### src/rtl/lh_ecdsa_arb_pkg.sv
// ----------------------------------------------------------------------------
// lh_ecdsa_arb_pkg
//
// Purpose:
//   Shared types and constants for the lookup-header ECDSA verify scheduler.
//   - lh_ecdsa_meta_type      : head-entry metadata of an sfifo_lh_ecdsa FIFO,
//                               forwarded unchanged to the verify engine.
//   - lh_ecdsa_arb_state_type : scheduler FSM encoding (2-bit state register).
//   - LH_ECDSA_ARB_*_DEF      : default parameter values for lh_ecdsa_arb.
//   - lh_ecdsa_sat_inc32      : saturating 32-bit increment for the optional
//                               statistics counters.
//
// Ports: none (package).
// ----------------------------------------------------------------------------
package lh_ecdsa_arb_pkg;

    // Default log2 of the number of request sources (4 sources).
    localparam int LH_ECDSA_ARB_SRC_NBITS_DEF  = 2;

    // Default credit width (8 outstanding engine jobs).
    localparam int LH_ECDSA_ARB_CRED_NBITS_DEF = 3;

    // Metadata carried from the lookup-header FIFO to the verify engine.
    typedef struct packed {
        logic [15:0] flow_id;   // lookup flow handle
        logic [7:0]  key_sel;   // public-key table index
        logic [7:0]  sig_len;   // signature length in bytes
    } lh_ecdsa_meta_type;

    localparam int LH_ECDSA_META_W = $bits(lh_ecdsa_meta_type);

    // Scheduler FSM states.
    typedef enum logic [1:0] {
        ST_IDLE  = 2'd0,
        ST_ISSUE = 2'd1,
        ST_STALL = 2'd2
    } lh_ecdsa_arb_state_type;

    // Saturating increment: holds at all-ones instead of wrapping to zero.
    function automatic logic [31:0] lh_ecdsa_sat_inc32(input logic [31:0] value);
        logic [31:0] result;
        if (value == 32'hFFFF_FFFF) begin
            result = value;
        end else begin
            result = value + 32'd1;
        end
        return result;
    endfunction

endpackage

### src/rtl/lh_ecdsa_rr_pick.sv
// ----------------------------------------------------------------------------
// lh_ecdsa_rr_pick
//
// Purpose:
//   Purely combinational round-robin picker. Selects the first asserted
//   request strictly after i_ptr, searching upward modulo NUM_SRC, so the
//   source at i_ptr itself is considered last.
//
// Parameters:
//   SRC_NBITS : log2 of the number of sources; NUM_SRC = 1 << SRC_NBITS.
//
// Ports:
//   i_req     in   NUM_SRC     request vector (1 = source has an entry)
//   i_ptr     in   SRC_NBITS   index of the most recently granted source
//   o_gnt     out  NUM_SRC     one-hot grant, all zero when nothing requests
//   o_gnt_idx out  SRC_NBITS   index of the granted source (0 when none)
//   o_any     out  1           at least one request is asserted
// ----------------------------------------------------------------------------
module lh_ecdsa_rr_pick #(
    parameter  int SRC_NBITS = 2,
    localparam int NUM_SRC   = 1 << SRC_NBITS
) (
    input  logic [NUM_SRC-1:0]   i_req,
    input  logic [SRC_NBITS-1:0] i_ptr,
    output logic [NUM_SRC-1:0]   o_gnt,
    output logic [SRC_NBITS-1:0] o_gnt_idx,
    output logic                 o_any
);

    logic                 w_found;
    logic [SRC_NBITS-1:0] w_idx;

    always_comb begin
        o_gnt     = '0;
        o_gnt_idx = '0;
        w_found   = 1'b0;
        w_idx     = '0;
        // Offsets 1..NUM_SRC; the SRC_NBITS-wide add wraps from NUM_SRC-1
        // back to 0, and offset NUM_SRC lands on i_ptr itself.
        for (int k = 1; k <= NUM_SRC; k++) begin
            w_idx = i_ptr + SRC_NBITS'(k);
            if (!w_found && i_req[w_idx]) begin
                w_found   = 1'b1;
                o_gnt_idx = w_idx;
            end
        end
        o_gnt[o_gnt_idx] = w_found;
        o_any            = |i_req;
    end

endmodule

### src/rtl/lh_ecdsa_arb.sv
// ----------------------------------------------------------------------------
// lh_ecdsa_arb
//
// Purpose:
//   Round-robin scheduler sharing one ECDSA verify engine among NUM_SRC
//   lookup-header ECDSA meta FIFOs (sfifo_lh_ecdsa). At most one FIFO entry
//   is popped per cycle and forwarded, one cycle later, with its source id.
//   The number of jobs in flight at the engine is bounded by a credit
//   counter; each engine done pulse returns one credit.
//
// Parameters:
//   SRC_NBITS  : log2 of source count; NUM_SRC = 1 << SRC_NBITS
//   CRED_NBITS : credit width; MAX_CRED = 1 << CRED_NBITS
//
// Optional feature (compile-time macro LH_ECDSA_ARB_STATS_EN):
//   defined   -> adds o_grant_cnt[NUM_SRC] (per-source grant counters) and
//                o_stall_cnt (cycles in ST_STALL with a request pending),
//                both 32-bit, reset to 0 and saturating at all-ones.
//   undefined -> those ports and counters are absent; nothing else changes.
//
// Ports:
//   i_clk          in   1              clock
//   i_rst_n        in   1              asynchronous active-low reset
//   i_enable       in   1              0 = no new grants; in-flight jobs retire
//   i_req_empty    in   NUM_SRC        per-source FIFO empty
//   i_req_meta     in   NUM_SRC x meta per-source FIFO head entry
//   o_req_rd       out  NUM_SRC        per-source FIFO pop, one-hot or zero,
//                                      combinational
//   o_ecdsa_valid  out  1              registered one-cycle job pulse
//   o_ecdsa_meta   out  meta           registered job metadata
//   o_ecdsa_src    out  SRC_NBITS      registered source id of the job
//   i_ecdsa_done   in   1              engine completion, returns one credit
//   o_cred_avail   out  CRED_NBITS+1   registered free credits
//   o_busy         out  1              registered; credits outstanding or a
//                                      grant was issued in the last cycle
//   o_state        out  2              scheduler FSM state (debug)
//   o_grant_cnt    out  NUM_SRC x 32   (stats build only)
//   o_stall_cnt    out  32             (stats build only)
//
// Handshake: o_req_rd[g] is a pop strobe for FIFO g, asserted only while
//   that FIFO is non-empty; the FIFO advances its head on the clock edge
//   that ends the cycle in which o_req_rd[g] is high. o_ecdsa_valid is a
//   push-only pulse: the engine has no back-pressure, the credit counter
//   guarantees it never holds more than MAX_CRED jobs.
// ----------------------------------------------------------------------------
module lh_ecdsa_arb
    import lh_ecdsa_arb_pkg::*;
#(
    parameter  int SRC_NBITS  = LH_ECDSA_ARB_SRC_NBITS_DEF,
    parameter  int CRED_NBITS = LH_ECDSA_ARB_CRED_NBITS_DEF,
    localparam int NUM_SRC    = 1 << SRC_NBITS
) (
    input  logic                   i_clk,
    input  logic                   i_rst_n,
    input  logic                   i_enable,
    input  logic [NUM_SRC-1:0]     i_req_empty,
    input  lh_ecdsa_meta_type      i_req_meta [NUM_SRC],
    output logic [NUM_SRC-1:0]     o_req_rd,
    output logic                   o_ecdsa_valid,
    output lh_ecdsa_meta_type      o_ecdsa_meta,
    output logic [SRC_NBITS-1:0]   o_ecdsa_src,
    input  logic                   i_ecdsa_done,
    output logic [CRED_NBITS:0]    o_cred_avail,
    output logic                   o_busy,
    output lh_ecdsa_arb_state_type o_state
`ifdef LH_ECDSA_ARB_STATS_EN
    ,
    output logic [31:0]            o_grant_cnt [NUM_SRC],
    output logic [31:0]            o_stall_cnt
`endif
);

    localparam logic [CRED_NBITS:0] MAX_CRED = {1'b1, {CRED_NBITS{1'b0}}};
    localparam logic [CRED_NBITS:0] CRED_ONE = {{CRED_NBITS{1'b0}}, 1'b1};

    // ------------------------------------------------------------------
    // State
    // ------------------------------------------------------------------
    lh_ecdsa_arb_state_type r_state;
    lh_ecdsa_arb_state_type w_state_nxt;
    logic [CRED_NBITS:0]    r_cred;
    logic [CRED_NBITS:0]    w_cred_nxt;
    logic [SRC_NBITS-1:0]   r_rr_ptr;
    logic                   r_ecdsa_valid;
    lh_ecdsa_meta_type      r_ecdsa_meta;
    logic [SRC_NBITS-1:0]   r_ecdsa_src;
    logic                   r_busy;

    // ------------------------------------------------------------------
    // Round-robin pick among non-empty sources
    // ------------------------------------------------------------------
    logic [NUM_SRC-1:0]     w_req;
    logic [NUM_SRC-1:0]     w_gnt;
    logic [SRC_NBITS-1:0]   w_gnt_idx;
    logic                   w_any;
    logic                   w_grant;
    logic                   w_done_eff;

    assign w_req = ~i_req_empty;

    lh_ecdsa_rr_pick #(
        .SRC_NBITS (SRC_NBITS)
    ) u_rr_pick (
        .i_req     (w_req),
        .i_ptr     (r_rr_ptr),
        .o_gnt     (w_gnt),
        .o_gnt_idx (w_gnt_idx),
        .o_any     (w_any)
    );

    // The grant is decided from this cycle's state and credits only, so a
    // done pulse that frees a credit in ST_STALL can be used no earlier than
    // the following cycle. i_rst_n is folded in so no FIFO is ever popped
    // while the block is held in reset.
    assign w_grant = i_rst_n
                   & i_enable
                   & (r_state != ST_STALL)
                   & w_any
                   & (r_cred != '0);

    assign o_req_rd = w_grant ? w_gnt : '0;

    // A done pulse with every credit already home has no job to retire and
    // is dropped rather than overflowing the counter.
    assign w_done_eff = i_ecdsa_done & (r_cred != MAX_CRED);

    // ------------------------------------------------------------------
    // Credit arithmetic: grant and done in the same cycle cancel out.
    // ------------------------------------------------------------------
    always_comb begin
        w_cred_nxt = r_cred;
        if (w_grant) begin
            w_cred_nxt = w_cred_nxt - CRED_ONE;
        end
        if (w_done_eff) begin
            w_cred_nxt = w_cred_nxt + CRED_ONE;
        end
    end

    // ------------------------------------------------------------------
    // FSM next state
    //   ST_IDLE  : no grant in the previous cycle; a grant moves to ISSUE.
    //   ST_ISSUE : streaming grants; exhausting credits wins over running
    //              out of requests so the FSM parks in STALL until a done.
    //   ST_STALL : grants blocked until the engine returns a credit.
    // ------------------------------------------------------------------
    always_comb begin
        w_state_nxt = r_state;
        case (r_state)
            ST_IDLE: begin
                if (w_grant) begin
                    w_state_nxt = ST_ISSUE;
                end
            end
            ST_ISSUE: begin
                if (w_cred_nxt == '0) begin
                    w_state_nxt = ST_STALL;
                end else if (!w_any || !i_enable) begin
                    w_state_nxt = ST_IDLE;
                end
            end
            ST_STALL: begin
                if (i_ecdsa_done) begin
                    w_state_nxt = w_any ? ST_ISSUE : ST_IDLE;
                end
            end
            default: begin
                w_state_nxt = ST_IDLE;
            end
        endcase
    end

    // ------------------------------------------------------------------
    // Registers
    // ------------------------------------------------------------------
    always_ff @(posedge i_clk or negedge i_rst_n) begin
        if (!i_rst_n) begin
            r_state       <= ST_IDLE;
            r_cred        <= MAX_CRED;
            r_rr_ptr      <= SRC_NBITS'(NUM_SRC - 1);
            r_ecdsa_valid <= 1'b0;
            r_ecdsa_meta  <= '0;
            r_ecdsa_src   <= '0;
            r_busy        <= 1'b0;
        end else begin
            r_state       <= w_state_nxt;
            r_cred        <= w_cred_nxt;
            r_ecdsa_valid <= w_grant;
            r_busy        <= w_grant | (w_cred_nxt != MAX_CRED);
            if (w_grant) begin
                r_ecdsa_meta <= i_req_meta[w_gnt_idx];
                r_ecdsa_src  <= w_gnt_idx;
                r_rr_ptr     <= w_gnt_idx;
            end
        end
    end

    assign o_ecdsa_valid = r_ecdsa_valid;
    assign o_ecdsa_meta  = r_ecdsa_meta;
    assign o_ecdsa_src   = r_ecdsa_src;
    assign o_cred_avail  = r_cred;
    assign o_busy        = r_busy;
    assign o_state       = r_state;

`ifdef LH_ECDSA_ARB_STATS_EN
    // ------------------------------------------------------------------
    // Optional statistics
    // ------------------------------------------------------------------
    logic [31:0] r_grant_cnt [NUM_SRC];
    logic [31:0] r_stall_cnt;

    always_ff @(posedge i_clk or negedge i_rst_n) begin
        if (!i_rst_n) begin
            for (int s = 0; s < NUM_SRC; s++) begin
                r_grant_cnt[s] <= '0;
            end
            r_stall_cnt <= '0;
        end else begin
            for (int s = 0; s < NUM_SRC; s++) begin
                if (o_req_rd[s]) begin
                    r_grant_cnt[s] <= lh_ecdsa_sat_inc32(r_grant_cnt[s]);
                end
            end
            if ((r_state == ST_STALL) && w_any) begin
                r_stall_cnt <= lh_ecdsa_sat_inc32(r_stall_cnt);
            end
        end
    end

    assign o_grant_cnt = r_grant_cnt;
    assign o_stall_cnt = r_stall_cnt;
`endif

endmodule

### config.mk
export PLATFORM = sky130hd
export DESIGN_NAME = lh_ecdsa_arb
export DESIGN_NICKNAME = d
export VERILOG_FILES = /design/src/rtl/lh_ecdsa_arb_pkg.sv /design/src/rtl/lh_ecdsa_rr_pick.sv /design/src/rtl/lh_ecdsa_arb.sv
export SDC_FILE = /design/constraint.sdc
export NUM_CORES = 1
export LEC_CHECK = 0
export ABC_AREA = 1
export CAP_MARGIN = 20
export CORE_MARGIN = 2
export CORE_UTILIZATION = 39
export DETAILED_ROUTE_END_ITERATION = 10
export GPL_TIMING_DRIVEN = 0
export PLACE_DENSITY = 0.91
export SYNTH_ARGS = -nofsm -noshare
export SYNTH_HDL_FRONTEND = slang
export SYNTH_HIERARCHICAL = 1
export SYNTH_SLANG_ARGS = --single-unit
### constraint.sdc
create_clock -name i_clk -period 3 [get_ports i_clk]
set_input_delay 0.6 -clock i_clk [delete_from_list [all_inputs] [get_ports i_clk]]
set_output_delay 0.6 -clock i_clk [all_outputs]
set_load 0.05 [all_outputs]
* Word level (Yosys, flattened, before mapping) *
Index checks and enable logic that the tools add are counted.

word-level totals
  bits in registers = 44
  bits of input ports = 136
  output and inout bits = 46
  logic and storage cells = 83

cells by class
  add/subtract/negate cells = 5
  $lt $le $gt $ge = 7
  eq/ne operators = 8
  mux-type cells = 30
  bitwise logic cells = 9
  reductions and logical operators = 15

operator list
  cell                 count
  $bmux 32 s2          1
  $mux 32              2
  $mux 2               8
  $lt 2x3->1 const B   5
  $mux 4               3
  $mux 1               10
  $bmux 1 s2           4
  $ne 4x4->1 const B   2
  $ne 2x2->1 const B   3
  $pmux 2 s3           1
  $and 1x1->1          5
  $logic_not 1->1      5
  $add 2x2->2 const B  2
  $add 4x1->4 const B  1
  $and 4x4->4          1
  $logic_and 1x1->1    4
  $logic_not 4->1      1
  $not 4->4            1
  $reduce_bool 4->1    1
  $reduce_or 4->1      1
  $sub 4x1->4 const B  1
  $ge 3x3->1 const B   1
  $ne 3x3->1 const B   1
  $not 2->3            1
  9 further kinds      9

* Depth between registers and ports, before layout *
  depth in word-level cells = 19
  mapped depth = 18

* Modules after synthesis *
Netlist, hierarchy kept.

modules (own cells, without submodules)
  module            instances  cells each  area an instance (µm²)  sequential area each (µm²)
  lh_ecdsa_arb      1          422         2835.2                  1104.8
  lh_ecdsa_rr_pick  1          68          324.1                   0.0

* Worst setup path before layout *
Ideal clock, no wire load.

  path type = register to output
  start = register r_cred[0] (netlist: o_cred_avail[0])
  end = output port o_req_rd[0]
  arrival = 2081 ps
  required time = 2400 ps
  slack = 319 ps
  stages on the path, launching flop included = 7
  path buffers = 1
  cell sequence = dfrtp_1 inv_1 ha_1 nand3_2 nand3_4 buf_6 nor2_1

between the ends
  word-level cells in the longest chain between the ends = 3

RTL lines
  element                 RTL line             source
  from (decl)             lh_ecdsa_arb.sv:81   logic [CRED_NBITS:0] r_cred;
  from (signal assigned)  lh_ecdsa_arb.sv:187  r_cred <= w_cred_nxt;
  $reduce_bool 4->1       lh_ecdsa_arb.sv:119  & (r_cred != '0);
  $and 1x1->1             lh_ecdsa_arb.sv:119
  $mux 4                  lh_ecdsa_arb.sv:121  assign o_req_rd = w_grant ? w_gnt : '0;
  to (decl)               lh_ecdsa_arb.sv:58   output logic [NUM_SRC-1:0] o_req_rd,

Every way passes these cells.

* Final worst setup path *
  start = input port i_req_empty[0]
  end = output port o_req_rd[3]

between the ends
  word-level cells in the longest chain between the ends = 19
  elaborated cells between the ends (all ways) = 33
  classes of those cells = order compare: 2; mux: 19; bitwise: 4; reduce/logical: 8

RTL lines
  element                                                                RTL line                source
  from (decl)                                                            lh_ecdsa_arb.sv:56      input logic [NUM_SRC-1:0] i_req_empty,
  $not 4->4 (*)                                                          lh_ecdsa_arb.sv:99      assign w_req = ~i_req_empty;
  named net w_req[0]                                                     lh_ecdsa_arb.sv:92      logic [NUM_SRC-1:0] w_req;
  $bmux 1 s2                                                             lh_ecdsa_rr_pick.sv:42  if (!w_found && i_req[w_idx]) begin
  $mux 1 (implied by the code)                                           lh_ecdsa_rr_pick.sv:42
  $mux 1                                                                 lh_ecdsa_rr_pick.sv:42
  $logic_not 1->1                                                        lh_ecdsa_rr_pick.sv:42
  $logic_and 1x1->1                                                      lh_ecdsa_rr_pick.sv:42
  $mux 1                                                                 lh_ecdsa_rr_pick.sv:42
  [... 5 more ...]                                                       --
  $mux 2                                                                 lh_ecdsa_rr_pick.sv:42
  $lt 2x3->1 (implied by the code) / $ge 2x1->1 (equally long branches)  lh_ecdsa_rr_pick.sv:47  o_gnt[o_gnt_idx] = w_found;
  $logic_and 1x1->1 (implied by the code)                                lh_ecdsa_rr_pick.sv:47
  $mux 1 (implied by the code)                                           lh_ecdsa_rr_pick.sv:47
  $demux 1 s2                                                            --
  $and 4x4->4 (no line) (*)                                              --
  named net w_gnt[3]                                                     lh_ecdsa_arb.sv:93      logic [NUM_SRC-1:0] w_gnt;
  $mux 4 (*)                                                             lh_ecdsa_arb.sv:121

Mark *: on every way through the listed nets, which the timed path passes. The rest lies on a longest branch. The select of a mux whose other input is x is not followed.

==> out/summary.txt <==
vias: 4004
Clk pwr share: 6.9%
CTS tree: built
# clock sinks: 44
CTS Root Buffer Type: clkbuf_8
ys flop type: dfrtp_1
H-tree depth: 2
worst rel slew slack: 62.2%
Mapped Cells: 490
Area Growth Syn to Fin: 65.3%
Max-Cap Viols: 0
Tot Pwr: 6.52 mW
CP Capture Type: primary output
setup TNS: 0 ns
antenna cells: 0
sw frac: 56.9%
yosys warns: 6
Iter 0 DRT Violations: 219
clock skew: 0.00530 ns
worst r2r src: r_rr_ptr[0]
clock buffer depth: 2
DR WL/cell: 14.5 um
leakage: 2.26 nW
syn_nets: 628
Ports: 182
dpl cells: 774
initial core utilization: 40.5%
number of synthesized flops with an enable pin: 0
Horiz. Die Dim: 94.0 um
DRC violations left: 0
VDD IR max: 0.000862 V
Worst-Margin Slew: 0.565 ns
Unique masters post-synth: 30
Synth Register Bits: 44
Final HPWL DP: 9.27 mm
largest net degree at the start of global routing: 26
Mapped Area: 0.00316 sq mm
RePlAce Congestion: 0.865
Int Pwr: 2.81 mW
number of global-route vias before repair: 3926
layout net count: 818
Sw Pwr: 3.71 mW
CP arrival: 2.31 ns
unrepaired setup endpoints after global routing: true
DR pass1 iterations: 4
Period minus WS final: 2.91 ns
first-pass GRT wire length: 18.1 mm
hold_buf cts: 0
DIE AREA: 0.00884 sq mm
Die Y: 94.0 um
final setup violation count: 0
Std-Cell Core Area: 0.00781 sq mm
PortBufs: 181
Final Max Tran Viols: 0
Layout Utilization: 66.9%
Skew-Pair Late Insertion Delay: 0.30 ns
DRT Wirelength: 11.3 mm
register area share after synthesis: 35.0%
initial antenna violation count: 0
critical path class: input port to primary output
worst setup margin: 0.0913 ns
combinational share of power: 76.5%
final hold violation count: 0
CP max FO: 3
final period utilization: 97.0%
FP Rows: 32
All-Layer GR Usage: 25.7%
via density per instance: 5.11
WP data required: 2.40 ns
layout cells sized above 1: 10.7%
Worst Setup Start Kind: input port
total congestion overflow: 0
post-route ant nets: 0
Worst-path clk slew: 0.09 ns
post-route insts no fill: 783
Num CTS Buffers: 5
post-place setup slack: -0.450 ns
FMAX: 0.344 GHz
Hold Path Class: input port to async pin
pwr dens: 1250 mW/mm^2
ys async rst share: 100%
outcome: complete, no violations
sequential share of power: 16.5%
crit path launch: i_req_empty[0]
average cell area after synthesis: 6.45 sq um
cell usage in the layout (no fill, tap or decap), types with 2 or more instances in the layout:
cell type,n
nand3_2,5
o21ai_2,2
clkbuf_1,14
nor2_1,172
a21oi_1,2
dfrtp_1,41
inv_1,26
o21ai_1,5
ha_1,2
or2_2,2
inv_2,9
nand2_2,15
a31oi_1,32
clkdlybuf4s50_1,176
buf_2,14
nand4_1,2
clkbuf_8,5
dfstp_2,3
buf_4,4
buf_6,3
nand3_1,14
nand2_1,57
o21ai_0,60
nor2_2,4
repair_timing:
item,4_1_cts,5_1_grt
pin swaps,0,1
setup endpoints to repair,4,6
gates resized for setup,20,8
buffers inserted,0,1
hold endpoints to repair,0,0
registers in the layout, summed over array words and instances (netlist names):
name           flops
o_ecdsa_valid      1
o_state            2
o_ecdsa_src        2
o_busy             1
r_rr_ptr           2
o_ecdsa_meta      32
o_cred_avail       4
final timing paths:
path	slack, ns	cells past startpoint	to
hold / removal	0.27	1	o_ecdsa_meta[16]
setup / recovery	0.09	14	o_req_rd[3]
min in group i_clk	0.49	2	r_rr_ptr[0]
max in group asynchronous	2.14	2	o_cred_avail[3]
setup reg to reg	0.46	15	o_ecdsa_meta[19]
hold reg to reg	0.49	2	r_rr_ptr[0]
power by group through the flow:
stage	clock network, mW	registers (mW)	logic, mW
finish	0.452	1.08	4.99
global placement	0	1.07	4.82
detailed placement	0	1.09	4.95
CTS	0.455	1.08	4.95
floorplan	0	1.98	2.53
global route	0.481	1.11	5.48
layout make-up:
class                      count  area [sq um]
sequential                    44          1100
timing repair buffer         183          1830
inverter                      36           135
multi-input combinational    381          1780
fill                         654          2580
buffer                        29           144
clock inverter                 2          35.0
tap                          102           128
clock buffer                   6          72.6
stage by stage:
step,area (sq um),hold WS [ns]
3_3_place_gp,5100,0.465
4_1_cts,5200,0.274
5_1_grt,5220,0.296
6_report,5220,0.266
2_1_floorplan,3160,0.304
3_5_place_dp,5110,0.471
metal layers:
metal  track usage (%)  share of wire (%)  routed length (um)
met1              28.7                 38                4260
met2              47.4                 51                5790
met3              5.86                8.0                 907
met4              8.82                3.4                 384
met5                 0                  0                   0
cells in the mapped netlist (all sizes together), types with 3 or more instances:
cell | count | area (sq um)
a31oi | 33 | 213
dfstp | 3 | 78.8
clkbuf | 13 | 48.8
nand2 | 72 | 308
nor2 | 177 | 682
inv | 35 | 131
dfrtp | 41 | 1030
o21ai | 67 | 343
buf | 16 | 95.1
nand3 | 20 | 138
worst max-delay path, stage by stage:
cell	delay (ns)
clkdlybuf4s50_1	0.46
inv_1	0.07
nand2_1	0.07
nand2_1	0.09
nand2_2	0.11
nand2_2	0.07
inv_2	0.07
nand2_2	0.06
nand2_1	0.06
nand3_2	0.10
nor2_1	0.15
inv_1	0.05
nor2_1	0.09
clkbuf_4	0.23
cells by family after synthesis:
| group | after synthesis | synth area share, % |
|---|---|---|
| simple gates | 274 | 36.7 |
| xor+xnor | 2 | 0.555 |
| compound gates | 103 | 18.1 |
| flops | 44 | 35.0 |
| fa+ha+maj | 2 | 0.792 |
| buf+inv | 65 | 8.83 |
Note: power is estimated with default switching activity, not from simulation.
